==> src/rtl/otp_pkg.sv <==
`default_nettype none
// +----------------------------------------------------------------------------+
// | otp_pkg : shared widths, keypad map and scan/debounce encodings            |
// | Rev 1.0 : initial release                                                  |
// +----------------------------------------------------------------------------+
package otp_pkg;

  localparam int OTP_W      = 16;
  localparam int NIB_W      = 4;
  localparam int NUM_DIGITS = 4;

  // Nibble for key index {row,col}; index 0 sits in the low nibble.
  localparam logic [63:0] KEY_MAP = 64'hDF0E_C987_B654_A321;

  typedef enum logic [1:0] {
    FRAME_NONE  = 2'd0,
    FRAME_KEY   = 2'd1,
    FRAME_MULTI = 2'd2
  } frame_kind_e;

  typedef enum logic [0:0] {
    ST_RELEASED = 1'b0,
    ST_PRESSED  = 1'b1
  } deb_state_e;

  function automatic logic [NIB_W-1:0] key_decode(input logic [3:0] key_idx);
    return KEY_MAP[{key_idx, 2'b00} +: NIB_W];
  endfunction

endpackage
`default_nettype wire

==> src/rtl/keypad_scan.sv <==
`default_nettype none
// +----------------------------------------------------------------------------+
// | keypad_scan : column synchroniser, row drive and per-frame key capture     |
// | Rev 1.0 : initial release                                                  |
// +----------------------------------------------------------------------------+
module keypad_scan
  import otp_pkg::*;
#(
  parameter int SCAN_DIV = 1000
) (
  input  logic        clk,
  input  logic        rst_n,
  input  logic [3:0]  col_n,
  output logic [3:0]  row_n,
  output logic        frame_done,
  output frame_kind_e frame_kind,
  output logic [3:0]  frame_key
);

  localparam int              DIV_W    = $clog2(SCAN_DIV);
  localparam logic [DIV_W-1:0] DIV_LAST = DIV_W'(SCAN_DIV - 1);

  logic [3:0]       r_col_meta;
  logic [3:0]       r_col_sync;
  logic [DIV_W-1:0] r_div;
  logic [1:0]       r_row;
  logic [1:0]       r_hits;
  logic [3:0]       r_key;

  logic       w_slot_end;
  logic [3:0] w_down;
  logic [1:0] w_ndown;
  logic [1:0] w_col;
  logic [2:0] w_total;
  logic [1:0] w_nsum;
  logic [3:0] w_key;

  // Hit counts saturate at 2: beyond that only "more than one key" matters.
  always_comb begin
    w_slot_end = (r_div == DIV_LAST);
    w_down     = ~r_col_sync;
    w_ndown    = 2'd0;
    w_col      = 2'd0;
    for (int c = 3; c >= 0; c--) begin
      if (w_down[c]) begin
        w_col = 2'(c);
        if (w_ndown != 2'd2) w_ndown = w_ndown + 2'd1;
      end
    end
    w_total = {1'b0, r_hits} + {1'b0, w_ndown};
    w_nsum  = (w_total >= 3'd2) ? 2'd2 : w_total[1:0];
    w_key   = ((w_ndown != 2'd0) && (r_hits == 2'd0)) ? {r_row, w_col} : r_key;
  end

  assign row_n = ~(4'b0001 << r_row);

  always_ff @(posedge clk or negedge rst_n) begin
    if (!rst_n) begin
      r_col_meta <= 4'hF;
      r_col_sync <= 4'hF;
      r_div      <= '0;
      r_row      <= 2'd0;
      r_hits     <= 2'd0;
      r_key      <= 4'd0;
      frame_done <= 1'b0;
      frame_kind <= FRAME_NONE;
      frame_key  <= 4'd0;
    end else begin
      r_col_meta <= col_n;
      r_col_sync <= r_col_meta;
      frame_done <= 1'b0;
      if (w_slot_end) begin
        r_div <= '0;
        r_row <= r_row + 2'd1;
        if (r_row == 2'd3) begin
          frame_done <= 1'b1;
          frame_key  <= w_key;
          if (w_nsum == 2'd0)      frame_kind <= FRAME_NONE;
          else if (w_nsum == 2'd1) frame_kind <= FRAME_KEY;
          else                     frame_kind <= FRAME_MULTI;
          r_hits <= 2'd0;
          r_key  <= 4'd0;
        end else begin
          r_hits <= w_nsum;
          r_key  <= w_key;
        end
      end else begin
        r_div <= r_div + 1'b1;
      end
    end
  end

endmodule
`default_nettype wire

==> src/rtl/otp_keypad_entry.sv <==
`default_nettype none
// +----------------------------------------------------------------------------+
// | otp_keypad_entry : debounced 4x4 keypad to 4-digit OTP entry register      |
// | Rev 1.0 : initial release                                                  |
// +----------------------------------------------------------------------------+
module otp_keypad_entry
  import otp_pkg::*;
#(
  parameter int SCAN_DIV     = 1000,
  parameter int DEBOUNCE_CNT = 4
) (
  input  logic             clk,
  input  logic             rst_n,
  input  logic [3:0]       col_n,
  input  logic             clear,
  output logic [3:0]       row_n,
  output logic [OTP_W-1:0] user_otp,
  output logic [2:0]       digit_cnt,
  output logic             otp_valid,
  output logic             key_pressed
);

  localparam int               CNT_W      = $clog2(DEBOUNCE_CNT + 1);
  localparam logic [CNT_W-1:0] CNT_MAX    = CNT_W'(DEBOUNCE_CNT);
  localparam logic [CNT_W-1:0] CNT_ACCEPT = CNT_W'(DEBOUNCE_CNT - 1);

  logic        w_frame_done;
  frame_kind_e w_frame_kind;
  logic [3:0]  w_frame_key;

  deb_state_e       r_state;
  frame_kind_e      r_prev_kind;
  logic [3:0]       r_prev_key;
  logic [CNT_W-1:0] r_stable_cnt;

  logic             w_same;
  logic [CNT_W-1:0] w_cnt_next;
  logic             w_stable;
  logic             w_accept;
  logic             w_release;
  logic [NIB_W-1:0] w_nib;

  keypad_scan #(
    .SCAN_DIV (SCAN_DIV)
  ) u_scan (
    .clk        (clk),
    .rst_n      (rst_n),
    .col_n      (col_n),
    .row_n      (row_n),
    .frame_done (w_frame_done),
    .frame_kind (w_frame_kind),
    .frame_key  (w_frame_key)
  );

  // stable_cnt counts repeats, so N identical frames means a count of N-1.
  always_comb begin
    w_same     = (w_frame_kind == r_prev_kind) &&
                 ((w_frame_kind != FRAME_KEY) || (w_frame_key == r_prev_key));
    w_cnt_next = '0;
    if ((w_frame_kind != FRAME_MULTI) && w_same)
      w_cnt_next = (r_stable_cnt == CNT_MAX) ? CNT_MAX : r_stable_cnt + 1'b1;
    w_stable   = (w_cnt_next >= CNT_ACCEPT);
    w_accept   = w_frame_done && (r_state == ST_RELEASED) &&
                 (w_frame_kind == FRAME_KEY) && w_stable;
    w_release  = w_frame_done && (r_state == ST_PRESSED) &&
                 (w_frame_kind == FRAME_NONE) && w_stable;
    w_nib      = key_decode(w_frame_key);
  end

  always_ff @(posedge clk or negedge rst_n) begin
    if (!rst_n) begin
      r_state      <= ST_RELEASED;
      r_prev_kind  <= FRAME_NONE;
      r_prev_key   <= 4'd0;
      r_stable_cnt <= '0;
      key_pressed  <= 1'b0;
    end else if (w_frame_done) begin
      r_prev_kind  <= w_frame_kind;
      r_prev_key   <= w_frame_key;
      r_stable_cnt <= w_cnt_next;
      case (r_state)
        ST_RELEASED: if (w_accept) begin
          r_state     <= ST_PRESSED;
          key_pressed <= 1'b1;
        end
        ST_PRESSED: if (w_release) begin
          r_state     <= ST_RELEASED;
          key_pressed <= 1'b0;
        end
      endcase
    end
  end

  always_ff @(posedge clk or negedge rst_n) begin
    if (!rst_n) begin
      user_otp  <= '0;
      digit_cnt <= 3'd0;
      otp_valid <= 1'b0;
    end else begin
      otp_valid <= 1'b0;
      if (clear) begin
        user_otp  <= '0;
        digit_cnt <= 3'd0;
      end else if (w_accept) begin
        if (digit_cnt >= 3'(NUM_DIGITS)) begin
          user_otp  <= {{(OTP_W-NIB_W){1'b0}}, w_nib};
          digit_cnt <= 3'd1;
        end else begin
          user_otp  <= {user_otp[OTP_W-NIB_W-1:0], w_nib};
          digit_cnt <= digit_cnt + 3'd1;
          otp_valid <= (digit_cnt == 3'(NUM_DIGITS - 1));
        end
      end
    end
  end

endmodule
`default_nettype wire

==> config.mk <==
export PLATFORM = sky130hd
export DESIGN_NAME = otp_keypad_entry
export DESIGN_NICKNAME = d
export VERILOG_FILES = /design/src/rtl/otp_pkg.sv /design/src/rtl/keypad_scan.sv /design/src/rtl/otp_keypad_entry.sv
export SDC_FILE = /design/constraint.sdc
export NUM_CORES = 1
export LEC_CHECK = 0
export CORE_MARGIN = 5
export CORE_UTILIZATION = 40
export DETAILED_ROUTE_END_ITERATION = 10
export PLACE_DENSITY_LB_ADDON = 0.1
export SYNTH_ARGS = -nofsm -noshare
export SYNTH_HDL_FRONTEND = slang
export SYNTH_HIERARCHICAL = 1
export SYNTH_SLANG_ARGS = --single-unit
==> constraint.sdc <==
create_clock -name clk -period 8.1 [get_ports clk]
set_clock_uncertainty 0.2 [all_clocks]
set_input_delay 2.43 -clock clk [delete_from_list [all_inputs] [get_ports clk]]
set_output_delay 2.43 -clock clk [all_outputs]
set_load 0.01 [all_outputs]
# Word-level counts from Yosys, hierarchy flattened

Index checks and enable logic that the tools add are counted.

Output and inout bits: 25
Register bits after elaboration: 64
Bits of input ports: 7

Reductions and logical operators: 17
Shift-type cells: 2
Bitwise logic cells: 3
Add/sub/neg operators: 8
Mux-type cells: 37
$lt $le $gt $ge: 3
Equality and inequality tests: 15

Operator list:

| cell                      | number |
|---|---|
| $shiftx A64 B7 Y4 const A | 1 |
| $mux W16                  | 3 |
| $mux W2                   | 14 |
| $mux W3                   | 5 |
| $add A10 B1 Y10 const B   | 1 |
| $eq A10 B10 Y1 const B    | 1 |
| $mux W1                   | 10 |
| $mux W10                  | 1 |
| $logic_and A1 B1 Y1       | 9 |
| $mux W4                   | 2 |
| $ne A2 B2 Y1 const B      | 4 |
| $not A4 Y4                | 2 |
| $add A2 B1 Y2 const B     | 3 |
| $add A3 B1 Y3 const B     | 2 |
| $ge A3 B2 Y1 const B      | 2 |
| $logic_not A2 Y1          | 3 |
| $eq A2 B1 Y1 const B      | 2 |
| $eq A4 B4 Y1              | 1 |
| $ne A2 B1 Y1 const B      | 2 |
| $pmux W1 S2               | 2 |
| $reduce_bool A2 Y1        | 2 |
| $shl A1 B2 Y4 const A     | 1 |
| $add A2 B2 Y3             | 1 |
| $eq A3 B2 Y1 const B      | 1 |
| other kinds (10)          | 10 |

# Depth between registers and ports, before layout

Gate-level depths: netlist of run 1.

Word-level depth: 17
Mapped depth: 12
Depth with buffers taken out: 12

# Hierarchy

Netlist of run 1, hierarchy kept.

Modules (own cells, without submodules):

| module           | times used | area an instance (µm²) | cells each |
|---|---|---|---|
| otp_keypad_entry | 1          | 1735.4                 | 165 |
| keypad_scan      | 1          | 1652.8                 | 153 |

# Least setup slack after synthesis of run 1

Ideal clock, no wire load.

Kind: register -> output
Start point: reg u_scan.r_row[0]
End point: out row_n[3]
Setup slack: 4.703 ns
Stages on the path, launching flop included: 3
Required time: 5.470 ns
Arrival time: 0.767 ns
Path through: dfrtp_1 -> ha_1 -> inv_1

Word-level cells in the longest chain between the ends: 2

RTL lines:

| element                  | RTL line               | RTL |
|---|---|---|
| start: declaration       | keypad_scan.sv:26      | `logic [1:0] r_row;` |
| start signal: assignment | keypad_scan.sv:74      | `r_row <= r_row + 2'd1;` |
| $shl A1 B2 Y4            | keypad_scan.sv:55      | `assign row_n = ~(4'b0001 << r_row);` |
| $not A4 Y4               | keypad_scan.sv:55      |  |
| end: declaration         | otp_keypad_entry.sv:16 | `output logic [3:0] row_n,` |

No other way between the ends.

# Worst setup path after layout of run 1

Ends and elaborated chain as after synthesis.

==> out/metrics.cfg, run 1 <==
[run_status]
run_status = completed

[floorplanning]
rows = 33
core_um2 = 8220
die_area_um2 = 10400
start_util_pct = 41.2
die_height_um = 102
pin_count = 32
fp.dieW_um = 102

[synth]
synth.distinct_cells = 55
async_flop_share_pct = 100
syn_nets = 348
syn-cell-area_um2 = 3390
ys_seq_area_share_pct = 47.6
syn_avg_cell_area_um2 = 10.7
synth_edf_count = 0
synth_ff_type = dfrtp_1
yosysWarnings = 6
ys_seq_elements = 64
syn_inst = 318

[drt]
drtAntennaViolNets = 0
avgRoutedWirePerCell_um = 13.4
via_per_inst = 5.14
first_pass_iters = 4
wl_um = 6160
num_vias = 2361
dr.first_iter.drc_count = 84
drcViolationCount = 0

[pwr]
finalPower_uw = 630
p_leak_nw = 1.70
p_per_area_nw_per_um2 = 159
vdd.ir_drop.worst_v = 0.0000859

[min_path]
worstHoldPathType = reg -> reg

[worst_setup_path]
worst_ep_required_time_ps = 5470
cp-end-kind = primary output
worstPathMaxFanout = 13
rrSetupSlack_ps = 5240
path_class = reg -> out
critPathLaunchType = flip-flop
critPathArrivalTime_ps = 1880

[global_route]
first_global_vias = 2363
met3_usage_pct = 3.00
overflow = 0
grt-busiest-layer = met2
grt_pass1_wl_um = 11200
grt_max_degree = 65
track_usage_pct = 13.6
grt.met2_usage_pct = 21.1
antenna_found_initial = 0
met1_usage_pct = 17.8

[clock_network]
cts_hold_buffers = 0
postCtsSetupRepairBufs = 0
cts-buffers-inserted = 9
tritoncts = yes
cts_htree_levels = 3
cts.path.max_buffers = 2
clk_latency_ps = 340
path_clk_slew_ps = 70
cts_sinks = 64
cts_root_buf = clkbuf_8
cts-resized-gates = 0

[finish]
nNetsFinal = 379
diodes = 0
layout-drive-gt1-share_pct = 13.6
final_util_pct = 48.3
fillers = 756
syn2layout_area_growth_pct = 17.1

[sta]
worst_slew_pin_slew_ps = 1110
hold_viol_final = 0
slew_headroom_pct = 25.8
period_minus_slack_ps = 4510
fin_setup_tns_ps = 0
fin_crit_sh_pct = 55.7
finalMaxSlewViolations = 0
clock.fmax_mhz = 222
final-setup-viol-count = 0
rsz0062_at_grt = false

[job]
drv_cap = 0

[placement]
gp_congestion = 0.791
place_hpwl_um = 4100
port_buffers = 31

==> worst max-delay path: stages (launching register included) <==
cell	delay, ps
dfrtp_1	410
ha_1	350
inv_1	210
clkdlybuf4s50_1	570
==> cells in the final DEF, fill, tap and decap left out, types with 6 or more instances in the layout <==
cell type,instances
o21ai_0,12
clkdlybuf4s50_1,30
dfstp_2,8
inv_1,21
nand2_1,17
xnor2_1,6
nand3_1,21
ha_1,22
nand2b_1,17
nand4_1,6
dfrtp_1,56
nor2_1,18
mux2i_1,11
mux2_2,10
a21oi_1,23
clkbuf_8,11
==> cells by family (layout without fill, tap and decap cells) <==
| group | Yosys count | in the layout | share of synthesized area (%) |
|---|---|---|---|
| AND/OR/NAND/NOR | 105 | 105 | 17.3 |
| AO/OA/AOI/OAI | 59 | 59 | 11.9 |
| adder cells (fa/ha/maj) | 23 | 23 | 8.71 |
| XOR/XNOR | 12 | 12 | 3.32 |
| buffers and inverters | 34 | 70 | 4.65 |
| flip-flops | 64 | 64 | 47.6 |
| multiplexers | 21 | 21 | 6.57 |
==> registers in the layout, indices dropped and copies added (netlist names), 4 cells and up <==
name               count
u_scan/frame_key       4
user_otp              16
u_scan/r_key           4
u_scan/r_div          10
u_scan/r_col_meta      4
u_scan/r_col_sync      4
r_prev_key             4
==> layout make-up <==
class	instances	area, µm²	share of cell area [%]
multi-input combinational	220	1620	40.8
sequential	64	1610	40.6
timing repair buffer	33	320	8.07
clock buffer	11	151	3.82
tap	105	131	3.31
inverter	21	78.8	1.99
clock inverter	5	55.1	1.39
==> synthesized netlist by cell type (2+ instances only) <==
| library cell | instances | area, µm² |
|---|---|---|
| xnor2_1 | 6 | 52.6 |
| a31oi_1 | 2 | 12.5 |
| clkbuf_1 | 8 | 30.0 |
| o211a_1 | 2 | 20.0 |
| or4_1 | 2 | 15.0 |
| inv_1 | 21 | 78.8 |
| mux2_2 | 10 | 113 |
| dfstp_2 | 8 | 210 |
| ha_1 | 22 | 275 |
| nor2b_1 | 3 | 18.8 |
| dfrtp_1 | 56 | 1400 |
| o22a_1 | 2 | 17.5 |
| nor2_1 | 18 | 67.6 |
| nor3_1 | 5 | 25.0 |
| o21ai_0 | 12 | 60.1 |
| nand3b_1 | 3 | 22.5 |
| a21oi_1 | 23 | 115 |
| buf_6 | 4 | 45.0 |
| o211ai_1 | 4 | 30.0 |
| nand2_1 | 17 | 63.8 |
| xor2_1 | 5 | 43.8 |
| nand2b_1 | 17 | 106 |
| nand4_1 | 6 | 37.5 |
| mux2i_1 | 11 | 110 |
| nand3_1 | 21 | 105 |
==> worst paths after layout <==
kind	cells past startpoint	from	endpoint
max in group asynchronous	2	rst_n	u_scan/r_row[1]$_DFFE_PN0N_
min in group asynchronous	2	rst_n	user_otp[8]$_DFFE_PN0P_
min reg2reg	0	u_scan/r_col_meta[0]$_DFF_PN1_	u_scan/r_col_sync[0]$_DFF_PN1_
max reg2reg	12	u_scan/r_col_sync[2]$_DFF_PN1_	u_scan/r_hits[1]$_DFFE_PN0N_
min	0	u_scan/r_col_meta[0]$_DFF_PN1_	u_scan/r_col_sync[0]$_DFF_PN1_
max	3	u_scan/r_row[0]$_DFFE_PN0N_	row_n[3]
==> power by group <==
part,switching [mW],internal [mW],leakage [nW]
clock network,0.123,0.158,0.101
logic,0.0162,0.00863,0.747
registers,0.00171,0.323,0.852
==> layer usage <==
layer / wire length (µm) / vias up
li1: - / 1176
met1: 2990 / 1136
met2: 2750 / 35
met3: 273 / 14
met4: 151 / 0
met5: 0 / -
==> per-stage QoR <==
| step | setup WS [ps] | hold WS (ps) | std cells | cell area, µm² |
|---|---|---|---|---|
| finish | 3590 | 153 | 459 | 3970 |
| CTS | 3560 | 151 | 459 | 3970 |
| floorplan | 4700 | 145 | 318 | 3390 |
| detailed placement | 3950 | 148 | 443 | 3760 |
| global route | 3460 | 154 | 459 | 3970 |
| global placement | 3970 | 146 | 443 | 3760 |
(Power assumes the default switching activity.)
==> run 2: changes to the inputs <==
clock period = 4.6 ns   (was 8.1 ns; I/O delays follow)
==> run 2 against run 1 <==
Effect of this change: setup slack lost 2400 ps; die area is the same; clock power grew 75%; sequential cell count is the same; combinational power grew 79%; global-route usage shrank 0.15 points; sequential share of layout area grew 0.051 points; critical path type unchanged; highest routed layer unchanged.
==> out/metrics.cfg, run 2 (synthesized netlist as in run 1, its figures left out) <==
[floorplanning]
start_util_pct = 41.2  ; unchanged
die_area_um2 = 10400  ; unchanged
core_um2 = 8220  ; unchanged
pin_count = 32  ; unchanged
fp.dieW_um = 102  ; unchanged
die_height_um = 102  ; unchanged
rows = 33  ; unchanged

[worst_setup_path]
critPathLaunchType = flip-flop
cp-end-kind = primary output
worst_ep_required_time_ps = 3020  ; -2450 ps
worstPathMaxFanout = 13  ; unchanged
path_class = reg -> out
critPathArrivalTime_ps = 1880  ; about the same

[sta]
fin_setup_tns_ps = 0  ; unchanged
clock.fmax_mhz = 289
hold_viol_final = 0  ; unchanged
slew_headroom_pct = 21.2  ; -4.5 points
period_minus_slack_ps = 3460
worst_slew_pin_slew_ps = 1180  ; +67.6 ps
final-setup-viol-count = 0  ; unchanged
rsz0062_at_grt = false
finalMaxSlewViolations = 0  ; unchanged
fin_crit_sh_pct = 75.2

[finish]
syn2layout_area_growth_pct = 16.9
diodes = 0  ; unchanged
largestRegisters = user_otp (16), u_scan/r_div (10)
largest_reg_flops = 16  ; unchanged
layout_commonest_cell = dfrtp_1
layout-drive-gt1-share_pct = 13.0  ; -0.56 points
nNetsFinal = 379  ; unchanged
fin_area_um2 = 3960  ; -0.13%
final_cell_mix = dfrtp_1, clkdlybuf4s50_1, a21oi_1
top_register = user_otp

[clock_network]
cts-resized-gates = 0  ; unchanged
tritoncts = yes
cts.path.max_buffers = 2  ; unchanged
cts_htree_levels = 3  ; unchanged
path_clk_slew_ps = 70  ; about the same
cts_hold_buffers = 0  ; unchanged
postCtsSetupRepairBufs = 0  ; unchanged
cts_sinks = 64  ; unchanged
cts-buffers-inserted = 9  ; unchanged
cts_root_buf = clkbuf_8
clk_latency_ps = 340  ; about the same

[global_route]
track_usage_pct = 13.4  ; -0.15 points
antenna_found_initial = 0  ; unchanged
grt_pass1_wl_um = 11100  ; -0.49%
grt_max_degree = 40  ; -38%
overflow = 0  ; unchanged
first_global_vias = 2414  ; +2.2%

[drt]
wl_um = 6300  ; +2.2%
drcViolationCount = 0  ; unchanged
dr.first_iter.drc_count = 79  ; -6.0%
via_per_inst = 5.19  ; +0.89%
first_pass_iters = 4  ; unchanged
num_vias = 2382  ; +0.89%
avgRoutedWirePerCell_um = 13.7  ; +2.2%
drtAntennaViolNets = 0  ; unchanged

[pwr]
vdd.ir_drop.worst_v = 0.000105  ; +22%
p_per_area_nw_per_um2 = 280  ; +76%
p_leak_nw = 1.70  ; about the same

[run_status]
run_status = completed

[placement]
gp_congestion = 0.822  ; +3.9%
place_hpwl_um = 4250  ; +3.5%
port_buffers = 31  ; unchanged
dpl_cell_area_um2 = 3760  ; unchanged

[min_path]
worstHoldPathType = reg -> reg

[job]
drv_cap = 0  ; unchanged

-- run 2: cell type report --
class / instances / area, µm²
fillers: 766 / 4250
multi-input cells: 220 / 1620
flip-flops and latches: 64 / 1610
repair buffers: 33 / 320
clock buffers: 13 / 159
well taps: 105 / 131
inverters: 21 / 78.8
clock inverters: 3 / 42.5
-- run 2: worst paths after layout --
| check | from | slack (ps) | endpoint | cells after the start |
|---|---|---|---|---|
| max in group asynchronous | rst_n | 2430 | r_stable_cnt[1]$_DFFE_PN0P_ | 2 |
| min | u_scan/r_col_meta[2]$_DFF_PN1_ | 160 | u_scan/r_col_sync[2]$_DFF_PN1_ | 0 |
| min in group asynchronous | rst_n | 820 | user_otp[8]$_DFFE_PN0P_ | 1 |
| max | u_scan/r_row[0]$_DFFE_PN0N_ | 1140 | row_n[3] | 3 |
| min reg2reg | u_scan/r_col_meta[2]$_DFF_PN1_ | 160 | u_scan/r_col_sync[2]$_DFF_PN1_ | 0 |
| max reg2reg | u_scan/r_col_sync[2]$_DFF_PN1_ | 1750 | u_scan/r_hits[1]$_DFFE_PN0N_ | 12 |
-- run 2: through the flow --
step	util (%)	worst slack, ps	total power, mW	std cells	hold WS (ps)
global route	48.2	1020	1.16	459	160
CTS	48.2	1120	1.13	459	157
finish	48.2	1140	1.11	459	155
global placement	45.8	1530	0.627	443	146
floorplan	-	1920	0.604	318	145
detailed placement	45.8	1500	0.628	443	147
-- run 2: per-layer routing --
| metal | global-route usage (%) | share of wire (%) |
|---|---|---|
| met4 | 5.05 | 1.4 |
| met3 | 3.75 | 4.8 |
| met2 | 21.2 | 45 |
| met1 | 17.6 | 49 |
| met5 | 0 | 0 |
-- run 2: report_power, final --
group	internal, mW	switching (mW)	total [mW]
combinational	0.0152	0.0291	0.0443
sequential	0.569	0.00296	0.572
clock	0.280	0.213	0.492
-- run 2: worst max-delay path, stage by stage (launching register included) --
cell,delay (ps)
dfrtp_1,410
ha_1,350
inv_1,210
clkdlybuf4s50_1,570
==> run 3: changes to the inputs <==
clock period = 3.2 ns   (was 4.6 ns; I/O delays follow)
==> run 3 against run 2 <==
Effect of this change: sequential cell count unchanged; hold slack improved by 2.6 ps; register-to-register slack got worse by 1400 ps; via count increased by 0.55%; sequential power increased by 44%; sequential share of layout area decreased by 0.34 points; critical endpoint unchanged.
==> out/metrics.cfg, run 3 (synthesized netlist as in run 1, its figures left out) <==
[sta]
worst_slew_pin_slew_ps = 586  ; -590 ps
clock.fmax_mhz = 336
fin_crit_sh_pct = 93.1
finalMaxSlewViolations = 0  ; unchanged
fin_setup_tns_ps = 0  ; unchanged
whs_ps = 158  ; +2.56 ps
timing.final.ws_setup_ps = 220  ; -920 ps
slew_headroom_pct = 61.0  ; +40 points
period_minus_slack_ps = 2980
rsz0062_at_grt = false
hold_viol_final = 0  ; unchanged
final-setup-viol-count = 0  ; unchanged

[pwr]
vdd.ir_drop.worst_v = 0.000202  ; +93%
finalPower_mw = 1.58  ; +43%
p_leak_nw = 1.72  ; +0.99%
p_per_area_nw_per_um2 = 396  ; +42%

[placement]
gp_congestion = 0.752  ; -8.5%
dp_cells = 446  ; +0.68%
pre_cts_slack_ps = 336  ; -1170 ps
port_buffers = 31  ; unchanged
place_hpwl_um = 4410  ; +3.9%

[global_route]
grt_max_degree = 40  ; unchanged
grt-busiest-layer = met2
grt_pass1_wl_um = 11100  ; unchanged
track_usage_pct = 13.6  ; +0.15 points
overflow = 0  ; unchanged
met3_usage_pct = 3.69  ; -0.068 points
antenna_found_initial = 0  ; unchanged
met1_usage_pct = 18.1  ; +0.51 points
first_global_vias = 2321  ; -3.9%
grt.met2_usage_pct = 21.3  ; +0.10 points

[clock_network]
postCtsSetupRepairBufs = 0  ; unchanged
cts-buffers-inserted = 9  ; unchanged
clk_latency_ps = 340  ; about the same
cts_sinks = 64  ; unchanged
cts_hold_buffers = 0  ; unchanged
cts_root_buf = clkbuf_8
cts_htree_levels = 3  ; unchanged
cts.path.max_buffers = 2  ; unchanged
path_clk_slew_ps = 70  ; about the same
tritoncts = yes
cts-resized-gates = 0  ; unchanged

[drt]
via_per_inst = 5.18  ; -0.11%
num_vias = 2395  ; +0.55%
dr.first_iter.drc_count = 110  ; +39%
avgRoutedWirePerCell_um = 13.7  ; +0.17%
wl_um = 6350  ; +0.83%
drtAntennaViolNets = 0  ; unchanged
first_pass_iters = 4  ; unchanged
drcViolationCount = 0  ; unchanged

[worst_setup_path]
path_buf_inv = 2  ; unchanged
critPathLaunchType = flip-flop
cpPeakStageDelay_ps = 590  ; +20 ps
cp_slowest_cell = clkdlybuf4s50_1
crit_chain = ha_2 > inv_1 > clkdlybuf4s50_1
worst_ep_required_time_ps = 2040  ; -980 ps
cp_top_family = buffers and inverters
path_class = reg -> out
critPathArrivalTime_ps = 1820  ; -60 ps
worstRegToRegCells = 11  ; -1
cp.depth = 3  ; unchanged
cp-end-kind = primary output
worstPathMaxFanout = 13  ; unchanged

[floorplanning]
rows = 33  ; unchanged
fp.dieW_um = 102  ; unchanged
pin_count = 32  ; unchanged
die_height_um = 102  ; unchanged
core_um2 = 8220  ; unchanged
die_area_um2 = 10400  ; unchanged
start_util_pct = 41.2  ; unchanged

[finish]
largestRegisters = user_otp (16), u_scan/r_div (10)
nNetsFinal = 382  ; +0.79%
largest_reg_flops = 16  ; unchanged
layout-drive-gt1-share_pct = 14.3  ; +1.3 points
syn2layout_area_growth_pct = 17.9
diodes = 0  ; unchanged
final_cell_mix = dfrtp_1, clkdlybuf4s50_1, a21oi_1
layout_commonest_cell = dfrtp_1
instances_no_fill = 462  ; +0.65%
top_register = user_otp

[min_path]
worstHoldPathType = reg -> reg
whs_path_depth = 0  ; unchanged

[run_status]
run_status = completed

[job]
drv_cap = 0  ; unchanged

==> run 3: cell types whose count changed in the layout (fill, tap and decap cells not counted), sizes merged <==
cell    previous run  this run
buf                3         6
clkbuf            13        11
clkinv             1         3
==> run 3: per-layer routing <==
metal	part of all wire (%)	vias to the layer above
li1	-	1186
met4	1.5	0
met2	45	36
met5	0	-
met3	4.2	8
met1	49	1165
==> run 3: worst register-to-register path: stages (launching register included) <==
cell and delay [ps]:
dfstp_2 560, inv_1 50, ha_1 300, mux2i_1 200, ha_1 200, nor2_1 50
a21oi_1 130, ha_1 160, inv_1 50, fa_1 510, nand2_1 70, mux2_2 260
==> run 3: final timing paths <==
| path | start | endpoint | slack (ps) |
|---|---|---|---|
| hold reg to reg | u_scan/r_col_meta[0]$_DFF_PN1_ | u_scan/r_col_sync[0]$_DFF_PN1_ | 160 |
| min in group asynchronous | rst_n | user_otp[8]$_DFFE_PN0P_ | 420 |
| hold / removal | u_scan/r_col_meta[0]$_DFF_PN1_ | u_scan/r_col_sync[0]$_DFF_PN1_ | 160 |
| setup reg to reg | u_scan/r_col_sync[2]$_DFF_PN1_ | u_scan/frame_kind[1]$_DFFE_PN0P_ | 340 |
| max in group asynchronous | rst_n | u_scan/r_div[4]$_DFF_PN0_ | 1760 |
| setup / recovery | u_scan/r_row[0]$_DFFE_PN0N_ | row_n[3] | 220 |
==> run 3: final cells by class <==
type | count | area, µm²
clock inverters | 5 | 56.3
flip-flops and latches | 64 | 1610
multi-input cells | 220 | 1620
well taps | 105 | 131
clock buffers | 11 | 141
inverters | 21 | 78.8
repair buffers | 36 | 355
fillers | 775 | 4220
==> run 3: per-stage QoR <==
stage,utilization [%],cell area (µm²)
after floorplan,-,3390
after global placement,46.2,3800
after detailed placement,46.2,3800
after CTS,48.6,3990
after global routing,48.6,4000
final,48.6,4000
==> run 3: power breakdown <==
part / leakage, nW / internal [mW] / switching [mW]
Clock: 0.0993 / 0.380 / 0.316
Sequential: 0.852 / 0.818 / 0.00426
Combinational: 0.764 / 0.0246 / 0.0406
Total: 1.72 / 1.22 / 0.361
